<file path="config.mk">
export PLATFORM = sky130hd
export DESIGN_NAME = hall_quad_counter
export DESIGN_NICKNAME = d
export VERILOG_FILES = /design/src/rtl/hall_quad_counter.sv
export SDC_FILE = /design/constraint.sdc
export NUM_CORES = 1
export LEC_CHECK = 0
export ABC_AREA = 1
export CORE_AREA = 8 8 102 104
export DETAILED_ROUTE_END_ITERATION = 8
export DIE_AREA = 0 0 110 112
export PLACE_DENSITY = 0.73
export SLEW_MARGIN = 30
export SYNTH_ARGS = -nofsm -noshare
export SYNTH_HDL_FRONTEND = slang
export SYNTH_SLANG_ARGS = --single-unit
</file>
<file path="constraint.sdc">
create_clock -name clk -period 4.8 [get_ports clk]
set_clock_uncertainty 0.05 [all_clocks]
set_input_delay 0.48 -clock clk [delete_from_list [all_inputs] [get_ports clk]]
set_output_delay 0.48 -clock clk [all_outputs]
set_load 0.02 [all_outputs]
</file>
<file path="src/rtl/hall_quad_counter.sv">
// Hall-sensor 6-step decoder: synchronises and filters the three hall lines,
// then tracks signed position, direction, step period and invalid/skip errors.
module hall_quad_counter #(
  parameter int COUNT_W     = 16,
  parameter int FILT_CYCLES = 4,
  parameter int PERIOD_W    = 20
) (
  input  logic                       clk,
  input  logic                       rst,
  input  logic [2:0]                 hall,
  input  logic                       clr,
  output logic signed [COUNT_W-1:0]  count,
  output logic                       dir,
  output logic                       step_pulse,
  output logic                       hall_err,
  output logic [PERIOD_W-1:0]        period,
  output logic                       period_valid,
  output logic                       stalled
);

  localparam logic [COUNT_W-1:0]  COUNT_ONE = 1;
  localparam logic [PERIOD_W-1:0] TIMER_ONE = 1;
  localparam logic [PERIOD_W-1:0] TIMER_MAX = '1;
  localparam logic [8:0]          FILT_LEN  = 9'(FILT_CYCLES);

  logic [2:0]          sync1;
  logic [2:0]          hall_s;
  logic [2:0]          hall_f;
  logic [7:0]          stab_cnt;
  logic                f_upd;
  logic [2:0]          ref_sector;
  logic                ref_valid;
  logic [PERIOD_W-1:0] timer;

  // Returns {valid, sector}; 000 and 111 map to invalid.
  function automatic logic [3:0] decode_sector(input logic [2:0] code);
    case (code)
      3'b001:  return 4'b1000;
      3'b011:  return 4'b1001;
      3'b010:  return 4'b1010;
      3'b110:  return 4'b1011;
      3'b100:  return 4'b1100;
      3'b101:  return 4'b1101;
      default: return 4'b0000;
    endcase
  endfunction

  // stab_cnt + 1 is the number of cycles hall_s has shown its current value.
  always_ff @(posedge clk) begin
    if (rst) begin
      sync1    <= 3'b000;
      hall_s   <= 3'b000;
      hall_f   <= 3'b000;
      stab_cnt <= 8'd0;
      f_upd    <= 1'b0;
    end else begin
      sync1  <= hall;
      hall_s <= sync1;
      f_upd  <= 1'b0;
      if (sync1 != hall_s)
        stab_cnt <= 8'd0;
      else if (stab_cnt != 8'hFF)
        stab_cnt <= stab_cnt + 8'd1;
      if (hall_s != hall_f && ({1'b0, stab_cnt} + 9'd1) >= FILT_LEN) begin
        hall_f <= hall_s;
        f_upd  <= 1'b1;
      end
    end
  end

  logic [3:0] dec;
  logic [3:0] diff_raw;
  logic [3:0] diff;
  logic       code_ok;
  logic       fwd;
  logic       rev;
  logic       skip;
  logic       inv;

  always_comb begin
    dec      = decode_sector(hall_f);
    code_ok  = dec[3];
    diff_raw = {1'b0, dec[2:0]} + 4'd6 - {1'b0, ref_sector};
    diff     = (diff_raw >= 4'd6) ? diff_raw - 4'd6 : diff_raw;
    fwd      = f_upd && code_ok && ref_valid && (diff == 4'd1);
    rev      = f_upd && code_ok && ref_valid && (diff == 4'd5);
    skip     = f_upd && code_ok && ref_valid && (diff >= 4'd2) && (diff <= 4'd4);
    inv      = f_upd && !code_ok;
  end

  always_ff @(posedge clk) begin
    if (rst) begin
      ref_sector <= 3'd0;
      ref_valid  <= 1'b0;
      count      <= '0;
      dir        <= 1'b0;
      step_pulse <= 1'b0;
      hall_err   <= 1'b0;
    end else begin
      step_pulse <= fwd || rev;
      hall_err   <= inv || skip;
      if (inv) begin
        ref_valid <= 1'b0;
      end else if (f_upd) begin
        // Reference, step and skip all re-anchor on the new sector.
        ref_sector <= dec[2:0];
        ref_valid  <= 1'b1;
      end
      if (fwd)
        dir <= 1'b1;
      else if (rev)
        dir <= 1'b0;
      if (clr)
        count <= '0;
      else if (fwd)
        count <= count + COUNT_ONE;
      else if (rev)
        count <= count - COUNT_ONE;
    end
  end

  always_ff @(posedge clk) begin
    if (rst) begin
      timer        <= '0;
      period       <= '0;
      period_valid <= 1'b0;
      stalled      <= 1'b0;
    end else if (fwd || rev) begin
      period       <= timer;
      period_valid <= 1'b1;
      timer        <= TIMER_ONE;
      stalled      <= 1'b0;
    end else begin
      period_valid <= 1'b0;
      if (timer != TIMER_MAX)
        timer <= timer + TIMER_ONE;
      stalled <= (timer >= TIMER_MAX - TIMER_ONE);
    end
  end

endmodule

</file>
After elaboration in Yosys (flattened, before gate mapping)
Index checks and enable logic that the tools add are counted.
{"block": "totals", "elab_cells": 70, "ff_bits": 83, "input_bits": 6}
{"block": "classes", "reduce_logical": 18, "bitwise_logic": 1, "addsub": 8, "n_mux": 10, "n_eq_ne": 12, "n_lt_le_gt_ge": 5}
{"cell": "2-to-1 mux 16 bit", "count": 2}
{"cell": "case mux 4 bit (6 select lines)", "count": 1}
{"cell": "adder 20 x 1 -> 20 bit (second input constant)", "count": 1}
{"cell": ">= comparator 20 bit (second input constant)", "count": 1}
{"cell": "!= test 20 bit (second input constant)", "count": 1}
{"cell": "adder 16 x 1 -> 16 bit (second input constant)", "count": 1}
{"cell": "subtractor 16 x 1 -> 16 bit (second input constant)", "count": 1}
{"cell": "adder 8 x 1 -> 9 bit (second input constant)", "count": 1}
{"cell": "== test 3 bit (second input constant)", "count": 3}
{"cell": ">= comparator 9 x 3 -> 1 bit (second input constant)", "count": 1}
{"cell": "adder 8 x 1 -> 8 bit (second input constant)", "count": 1}
{"cell": "logical AND 1 bit", "count": 8}
{"cell": "!= test 8 bit (second input constant)", "count": 1}
{"cell": "OR reduction 2 bit", "count": 4}
{"cell": "== test 3 x 2 -> 1 bit (second input constant)", "count": 2}
{"cell": "2-to-1 mux 1 bit", "count": 6}
{"cell": "!= test 3 bit", "count": 2}
{"cell": "adder 3 x 3 -> 4 bit (second input constant)", "count": 1}
{"cell": "== test 4 x 1 -> 1 bit (second input constant)", "count": 1}
{"cell": "== test 4 x 3 -> 1 bit (second input constant)", "count": 1}
{"cell": ">= comparator 4 x 2 -> 1 bit (second input constant)", "count": 1}
{"cell": ">= comparator 4 x 3 -> 1 bit (second input constant)", "count": 1}
{"cell": "<= comparator 4 x 3 -> 1 bit (second input constant)", "count": 1}
{"cell": "2-to-1 mux 4 bit", "count": 1}
{"cell": "8 further kinds", "count": 10}

Depth between registers and ports, before layout
Gate-level depths: netlist of the first run.
{"block": "logic_depth", "word_depth": 10, "mapped_depth": 31}

Least setup slack after synthesis of the first run
No wires, ideal clock.
{"block": "synth_path", "kind": "flip-flop to flip-flop", "start": "register hall_f[1]", "end": "register count[15]", "slack_ns": 0.443, "path_buffers": 0, "required_time_ns": 4.686, "setup_time_ns": 0.064, "t_arrival_ns": 4.243, "stages_incl_launch_ff": 31, "cell_sequence": "dfxtp_1 > inv_1 > or2_2 > a31oi_1 > inv_1 > ha_1 > inv_1 > ha_1 > inv_1 > fa_1 > inv_1 > ha_1 > nand2_1 > inv_1 > nor2_1 > nand2_2 > nand2_1 > nand3_1 > nor2_1 > inv_1 > ha_1 > or2_2 > nand3_1 > nand2_1 > nand2_1 > nand2_1 > inv_1 > nor2_1 > nor2_1 > nor2_1 > nor2_1"}
{"block": "synth_via", "elab_chain_cells": 9, "elab_cells_between_ends": 20, "cone_classes": "add/sub (3); order compare (1); eq/ne (8); mux (3); reduce/logical (5)"}
{"item": "start: declaration", "line": "28", "rtl": "logic [2:0] hall_f;"}
{"item": "start signal: assignment", "line": "65", "rtl": "hall_f <= hall_s;"}
{"item": "== test 3 bit (tied with other cells)", "line": "37", "rtl": "case (code)"}
{"item": "case mux 4 bit (6 select lines) (*)", "line": "37"}
{"item": "adder 3 x 3 -> 4 bit", "line": "83", "rtl": "diff_raw = {1'b0, dec[2:0]} + 4'd6 - {1'b0, ref_sector};"}
{"item": "subtractor 4 x 3 -> 4 bit", "line": "83"}
{"item": "subtractor 4 x 3 -> 4 bit or >= comparator 4 x 3 -> 1 bit (tied branches)", "line": "84", "rtl": "diff = (diff_raw >= 4'd6) ? diff_raw - 4'd6 : diff_raw;"}
{"item": "2-to-1 mux 4 bit", "line": "84"}
{"item": "== test 4 x 1 -> 1 bit", "line": "85", "rtl": "fwd = f_upd && code_ok && ref_valid && (diff == 4'd1);"}
{"item": "logical AND 1 bit (*)", "line": "85"}
{"item": "via fwd", "line": "75", "rtl": "logic fwd;"}
{"item": "2-to-1 mux 16 bit or nonzero test 2 bit (tied branches)"}
{"item": "end signal: assignment", "line": "116", "rtl": "count <= count + COUNT_ONE;"}
{"item": "end signal: assignment", "line": "118", "rtl": "count <= count - COUNT_ONE;"}
{"item": "end: declaration", "line": "12", "rtl": "output logic signed [COUNT_W-1:0] count,"}
Mark *: on every way through the listed nets, which the timed path passes. The rest lies on a longest branch.
A chain may end at the register's enable or synchronous reset.

Final worst setup path of the first run
{"block": "layout_path", "start": "register hall_f[1]", "end": "register count[10]"}
Same word-level chain as after synthesis.

==> results.md, run 1 <==
- CTS tree: done
- Clock root cell: clkbuf_8
- EDFF count, synth: 0
- Worst vdd ir: 0.1895 mV
- Max-cap viol count: 0
- Core footprint: 8890 µm²
- Met3 GRT Util: 0.03640
- Post-Route WL: 10170 µm
- Starting Density: 0.5004
- DR DRC count: 0
- Via/cell ratio: 5.184
- Die area: 12320 µm²
- Overall routing resource usage: 0.1676
- Final period utilization: 0.9340
- Sequential element share of the synthesized area: 0.3691
- Startpoint Class: flop
- Final max-slew violation count: 0
- Die extent in x: 110 µm
- Post-CTS setup buffer count: 0
- IO Port Bufs: 46
- HPWL after DPL: 7592 µm
- Synth Warn #: 0
- Ys async rst share: 0
- Reg2reg setup slack: 320 ps
- Worst hold endpoint: hall_s[1]
- Worst hold margin: 386.2 ps
- Worst-margin pin slew: 940.6 ps
- Vias after detailed routing: 4059
- Final WS setup: 316.7 ps
- HP Class: flop to flop
- Outcome: finished clean
- Worst Setup SP: hall_f[1]
- Met1 Use GR: 0.1907
- Most used DFF post-synth: dfxtp_1
- Number of hold violations in the final report: 0
- Worst Min Path Start: sync1[1]
- Capture point of the worst reg-to-reg path: count[10]
- IO Count: 47
- Die height: 112 µm
- LEAKAGE: 2.144 nW
- Synth top cells by count: 141 x nand2_1, 82 x dfxtp_1, 80 x nor2_1, 76 x inv_1, 36 x a21oi_1
- Layout cell share with drive strength beyond 1: 0.09077
- Final setup vio count: 0
- Clk Latency, worst-skew pair: 360 ps
- Max Freq: 223.0 MHz
- Cell with the most instances after synthesis: nand2_1
- First-pass GRT wire length: 16810 µm
- Crit-path max FO: 7
- Quantity of hold-fixing buffers added after cts: 0
- Final min period: 4483 ps
- Area contributors post-synth: dfxtp_1 37%, nand2_1 12%, nor2_1 6.8%, ha_1 6.5%, inv_1 6.4%
- Post-synth top area cell: dfxtp_1
- Unique masters post-synth: 41
- ANT nets after route: 0
- Pre-Repair DR Iteration Count: 6
- DR iter-0 viols: 156
- Overflow after GRT: 0
- Cts repair resizes: 0
- Clk slew on worst S/H paths: 80 ps
- Ant diodes: 0
- H-tree depth: 3
- Wire per inst: 12.99 µm
- Setup CP Type: flop to flop
- Layout overhead on the synthesized area: 19.66%
- Num Clock Sinks: 82
- FF-to-FF path depth: 27
- GRT busiest layer: met2
- Arr. time, crit path: 4660 ps
- Initial antenna violation count: 0
- FP Rows: 35
- M2 GR Usage: 0.2879
- Hold path cells: 2
- Final setup TNS: 0 ps
- Synthesized flop and latch total: 82
- Slew HR: 0.3706
- Post-Syn Area: 4448 µm²
- # nets final: 698
- Worst EP required: 4980 ps
- Worst Setup End Kind: flop
- Pwr Density: 244.8 nW/µm²
- Reg2reg start: hall_f[1]
- Post-Syn Area per Cell: 7.151 µm²
- TritonCTS buffer count: 9
- Mapped Cells: 622
- DP Worst Slack: 108.1 ps
- Vias in the first global route: 3854
- Largest net degree at the start of global routing: 34
- Share of the synthesized area in the top cell type: 0.3691
- Clock Path Buffers: 2
- GPL Wtd Cong: 0.9685
- Mapped Nets: 653
## cells in the final DEF, fill, tap and decap left out, types with 2 or more instances in the layout
| cell | Yosys | final |
|---|---|---|
| a211oi_2 | 2 | 2 |
| a21oi_1 | 36 | 34 |
| a21oi_2 | 3 | 5 |
| a31oi_1 | 9 | 9 |
| buf_4 | 3 | 2 |
| bufinv_16 | 0 | 2 |
| clkbuf_8 | 0 | 10 |
| clkdlybuf4s50_1 | 0 | 46 |
| clkinv_4 | 0 | 2 |
| dfxtp_1 | 82 | 81 |
| fa_1 | 2 | 2 |
| ha_1 | 23 | 15 |
| ha_4 | 0 | 8 |
| inv_1 | 76 | 75 |
| inv_2 | 3 | 4 |
| nand2_1 | 141 | 140 |
| nand2_2 | 5 | 6 |
| nand3_1 | 34 | 33 |
| nand3_2 | 1 | 2 |
| nand4_1 | 10 | 10 |
| nor2_1 | 80 | 77 |
| nor2_2 | 2 | 5 |
| nor2_8 | 2 | 2 |
| nor3_1 | 9 | 8 |
| nor3_2 | 1 | 2 |
| nor4_1 | 3 | 3 |
| o211ai_1 | 2 | 2 |
| o21ai_0 | 22 | 22 |
| o21ai_1 | 20 | 20 |
| or2_2 | 2 | 2 |
| xnor2_1 | 10 | 10 |
| xor2_1 | 17 | 17 |
## per-layer routing
layer,share of wire,routed length [µm]
met5,0,0
met3,0.052,530
met1,0.43,4387
met2,0.49,4966
met4,0.028,284
## critical path, cell delays in order (launching register included)
cell and delay (ps):
dfxtp_4 390, inv_1 70, or2_2 270, a31oi_1 120, inv_1 70, ha_1 170, inv_1 50, ha_1 130
inv_1 50, fa_1 550, inv_1 70, ha_1 220, nand2_1 110, inv_1 60, nor2_2 140, nand2_2 80
nand2_1 70, nand3_2 100, nor2_2 150, inv_2 90, ha_1 350, a21oi_1 150, nand2_1 140, nand2_1 90
nand2_1 120, a21oi_1 200, xor2_1 210, a21oi_1 90
## registers in the layout, indices dropped and copies added, names as in the netlist
register	cells
step_pulse	1
hall_err	1
stab_cnt	8
stalled	1
dir	1
hall_s	3
count	16
f_upd	1
hall_f	3
ref_sector	3
ref_valid	1
timer	20
sync1	3
period	20
## per-stage QoR
step | cells | power, mW | utilization | cell area (µm²)
6_report | 783 | 1.303 | 0.5987 | 5323
5_1_grt | 783 | 1.351 | 0.5987 | 5323
4_1_cts | 783 | 1.314 | 0.5835 | 5187
3_5_place_dp | 767 | 0.7518 | 0.5579 | 4960
3_3_place_gp | 767 | 0.7505 | 0.5579 | 4960
2_1_floorplan | 622 | 0.7398 | - | 4448
## worst max path at each step
stage,to,slack (ps)
2_1_floorplan,count[15],440
3_3_place_gp,count[15],350
3_5_place_dp,count[8],110
4_1_cts,count[15],100
5_1_grt,count[15],-20
6_report,count[10],320
## cell type report
class,instances,area (µm²)
Timing Repair Buffer,49,486.7
Tap cell,111,138.9
Sequential cell,82,1645
Fill cell,821,3567
Multi-Input combinational cell,445,2521
Clock inverter,6,90.09
Inverter,80,302.8
Clock buffer,10,137.6
## power by group
group / internal [mW] / switching (mW)
Sequential: 0.685 / 0.00581
Clock: 0.308 / 0.259
Combinational: 0.0164 / 0.0287
Total: 1.01 / 0.294
## cell families after synthesis
family | count (synthesis) | synth area share
simple gates | 295 | 0.2892
buf+inv | 95 | 0.09283
compound gates | 98 | 0.1221
fa+ha+maj | 25 | 0.07370
flops | 82 | 0.3691
xor+xnor | 27 | 0.05316
Note: power is estimated with default switching activity, not from simulation.
==> run 2: changes to the inputs <==
--- a/config.mk
+++ b/config.mk
@@ -6,11 +6,12 @@
 export NUM_CORES = 1
 export LEC_CHECK = 0
 export ABC_AREA = 1
-export CORE_AREA = 8 8 102 104
+export CORE_AREA = 8 8 116 92
 export DETAILED_ROUTE_END_ITERATION = 8
-export DIE_AREA = 0 0 110 112
+export DIE_AREA = 0 0 124 100
 export PLACE_DENSITY = 0.73
 export SLEW_MARGIN = 30
 export SYNTH_ARGS = -nofsm -noshare
 export SYNTH_HDL_FRONTEND = slang
 export SYNTH_SLANG_ARGS = --single-unit
+export TNS_END_PERCENT = 1
==> run 2 against run 1 <==
Core utilization up 2.0 points. First-iteration DRC count up 85%. Design area up 2.2%. Die area up 0.65%. Largest cell class unchanged. Largest power group unchanged.
==> results.md, run 2 (synthesized netlist as in run 1, its figures left out) <==
- Reg2reg setup slack: 410 ps (was 320 ps)
- Worst EP required: 4970 ps (was 4980 ps)
- Placed Cells: 767 (unchanged)
- Die area: 12400 µm² (was 12320 µm²)
- Worst hold endpoint: hall_s[1] (unchanged)
- Crit-path max FO: 7 (unchanged)
- Core footprint: 8783 µm² (was 8890 µm²)
- Vias after detailed routing: 4062 (was 4059)
- IO Port Bufs: 46 (unchanged)
- Die height: 100 µm (was 112 µm)
- TritonCTS buffer count: 9 (unchanged)
- First-pass GRT wire length: 17390 µm (was 16810 µm)
- Overall routing resource usage: 0.1725 (was 0.1676)
- Capture point of the worst reg-to-reg path: count[15] (was count[10])
- Layout fillers: 792 (was 821)
- Final non-filler cell total: 786 (was 783)
- Starting Density: 0.5064 (was 0.5004)
- Worst vdd ir: 0.1965 mV (was 0.1895 mV)
- ANT nets after route: 0 (unchanged)
- Largest net degree at the start of global routing: 34 (unchanged)
- HP Class: flop to flop (unchanged)
- Pwr Density: 251.5 nW/µm² (was 244.8 nW/µm²)
- Startpoint Class: flop (unchanged)
- GPL Wtd Cong: 0.9118 (was 0.9685)
- DP Worst Slack: -54.38 ps (was 108.1 ps)
- Wire per inst: 13.36 µm (was 12.99 µm)
- Ant diodes: 0 (unchanged)
- IO Count: 47 (unchanged)
- HPWL after DPL: 7683 µm (was 7592 µm)
- # nets final: 701 (was 698)
- Most common cell after layout, fill and taps aside: nand2_1 (unchanged)
- Multi-input gate area: 2567 µm² (was 2521 µm²)
- Arr. time, crit path: 4560 ps (was 4660 ps)
- RSZ-0062 raised after global routing: no
- Layout overhead on the synthesized area: 22.28% (was 19.66%)
- DR iter-0 viols: 288 (was 156)
- Die extent in x: 124 µm (was 110 µm)
- FF-to-FF path depth: 31 (was 27)
- Max Freq: 227.7 MHz (was 223.0 MHz)
- Pre-Repair DR Iteration Count: 5 (was 6)
- Post-Route WL: 10500 µm (was 10170 µm)
- Max-cap viol count: 0 (unchanged)
- Final min period: 4392 ps (was 4483 ps)
- Final WS setup: 407.7 ps (was 316.7 ps)
- Biggest regs: period (20), timer (20), count (16) (unchanged)
- Worst hold margin: 383.1 ps (was 386.2 ps)
- Slowest-stage cell, CP: fa_1 (unchanged)
- Final period utilization: 0.9151 (was 0.9340)
- Final setup vio count: 0 (unchanged)
- Number of hold violations in the final report: 0 (unchanged)
- Overflow after GRT: 0 (unchanged)
- Via/cell ratio: 5.168 (was 5.184)
- Hold path cells: 2 (unchanged)
- Clock root cell: clkbuf_16 (was clkbuf_8)
- DR DRC count: 0 (unchanged)
- Slew HR: 0.3640 (was 0.3706)
- Most frequent CP cell: inv_1 (unchanged)
- Setup CP Type: flop to flop (unchanged)
- Final setup TNS: 0 ps (unchanged)
- Vias in the first global route: 3689 (was 3854)
- Worst Setup End Kind: flop (unchanged)
- Reg2reg start: hall_f[1] (unchanged)
- Worst Min Path Start: sync1[1] (unchanged)
- Most frequent cells in the layout: 140 x nand2_1, 81 x dfxtp_1, 77 x nor2_1 (unchanged)
- Clock Path Buffers: 2 (unchanged)
- Final max-slew violation count: 0 (unchanged)
- Clk Latency, worst-skew pair: 330 ps (was 360 ps)
- Initial antenna violation count: 0 (unchanged)
- LEAKAGE: 2.193 nW (was 2.144 nW)
- Outcome: finished clean (unchanged)
- Worst-margin pin slew: 950.5 ps (was 940.6 ps)
- Num Clock Sinks: 82 (unchanged)
- Layout cell share with drive strength beyond 1: 0.09792 (was 0.09077)
- FP Rows: 30 (was 35)
- Reg area: 1645 µm² (unchanged)
- CTS tree: done (unchanged)
- Worst stage delay on the critical path: 510 ps (was 550 ps)
- H-tree depth: 3 (unchanged)
- Clk slew on worst S/H paths: 60 ps (was 80 ps)
-- run 2: changes by cell type in the layout (fill, tap and decap cells not counted), moves of 2 or more --
| cell | before | now |
|---|---|---|
| clkbuf_8 | 10 | 1 |
| nor2_4 | 1 | 3 |
| clkbuf_16 | 0 | 9 |
| clkinv_2 | 1 | 3 |
| bufinv_16 | 2 | 0 |
| ha_1 | 15 | 12 |
| buf_4 | 2 | 4 |
| nor2_2 | 5 | 3 |
| ha_4 | 8 | 11 |
-- run 2: through the flow --
| step | power [mW] | util | instance area [µm²] |
|---|---|---|---|
| after floorplan | 0.7398 | - | 4448 |
| after global placement | 0.7497 | 0.5640 | 4954 |
| after detailed placement | 0.7512 | 0.5640 | 4954 |
| after CTS | 1.383 | 0.5950 | 5226 |
| after global routing | 1.411 | 0.6192 | 5439 |
| final | 1.368 | 0.6192 | 5439 |
-- run 2: worst max path at each step --
stage | to | from | slack [ps] | depth (start not counted)
CTS | count[15] | hall_f[1] | 4 | 32
detailed placement | count[15] | hall_f[1] | -50 | 32
global route | count[15] | hall_f[1] | 4 | 31
global placement | count[15] | hall_f[1] | 300 | 31
floorplan | count[15] | hall_f[1] | 440 | 30
finish | count[15] | hall_f[1] | 410 | 31
-- run 2: area by class of cell --
class                      count  area share
timing repair buffer          52     0.09432
multi-input combinational    445      0.4720
clock buffer                  10     0.04394
sequential                    82      0.3025
inverter                      80     0.05567
clock inverter                 5    0.005751
tap                          112     0.02576
-- run 2: timing repair --
item / CTS / global route
pin swaps: 0 / 5
buffers inserted: 0 / 4
hold buffers: 0 / 0
endpoints found under the hold margin: 0 / 0
gates resized for setup: 1 / 32
endpoints found under the setup margin: 2 / 13
-- run 2: power breakdown --
group | switching, mW | internal, mW
sequential | 0.00608 | 0.686
clock | 0.272 | 0.360
combinational | 0.0289 | 0.0159
-- run 2: worst max-delay path, delay by kind of cell, from the launching register on --
kind | cells | cell delay (ps)
AOI/OAI and AO/OA | 1 | 130
and+or+nand+nor | 16 | 1730
buffers and inverters | 9 | 650
adders and majority gates | 5 | 1330
DFF | 1 | 370
-- run 2: metal layers --
layer | GRT usage | up-vias | wire length [µm]
met4 | 0.06022 | 0 | 122
li1 | - | 2107 | -
met5 | 0 | - | 0
met3 | 0.03704 | 11 | 801
met1 | 0.2391 | 1818 | 5143
met2 | 0.2567 | 126 | 4430
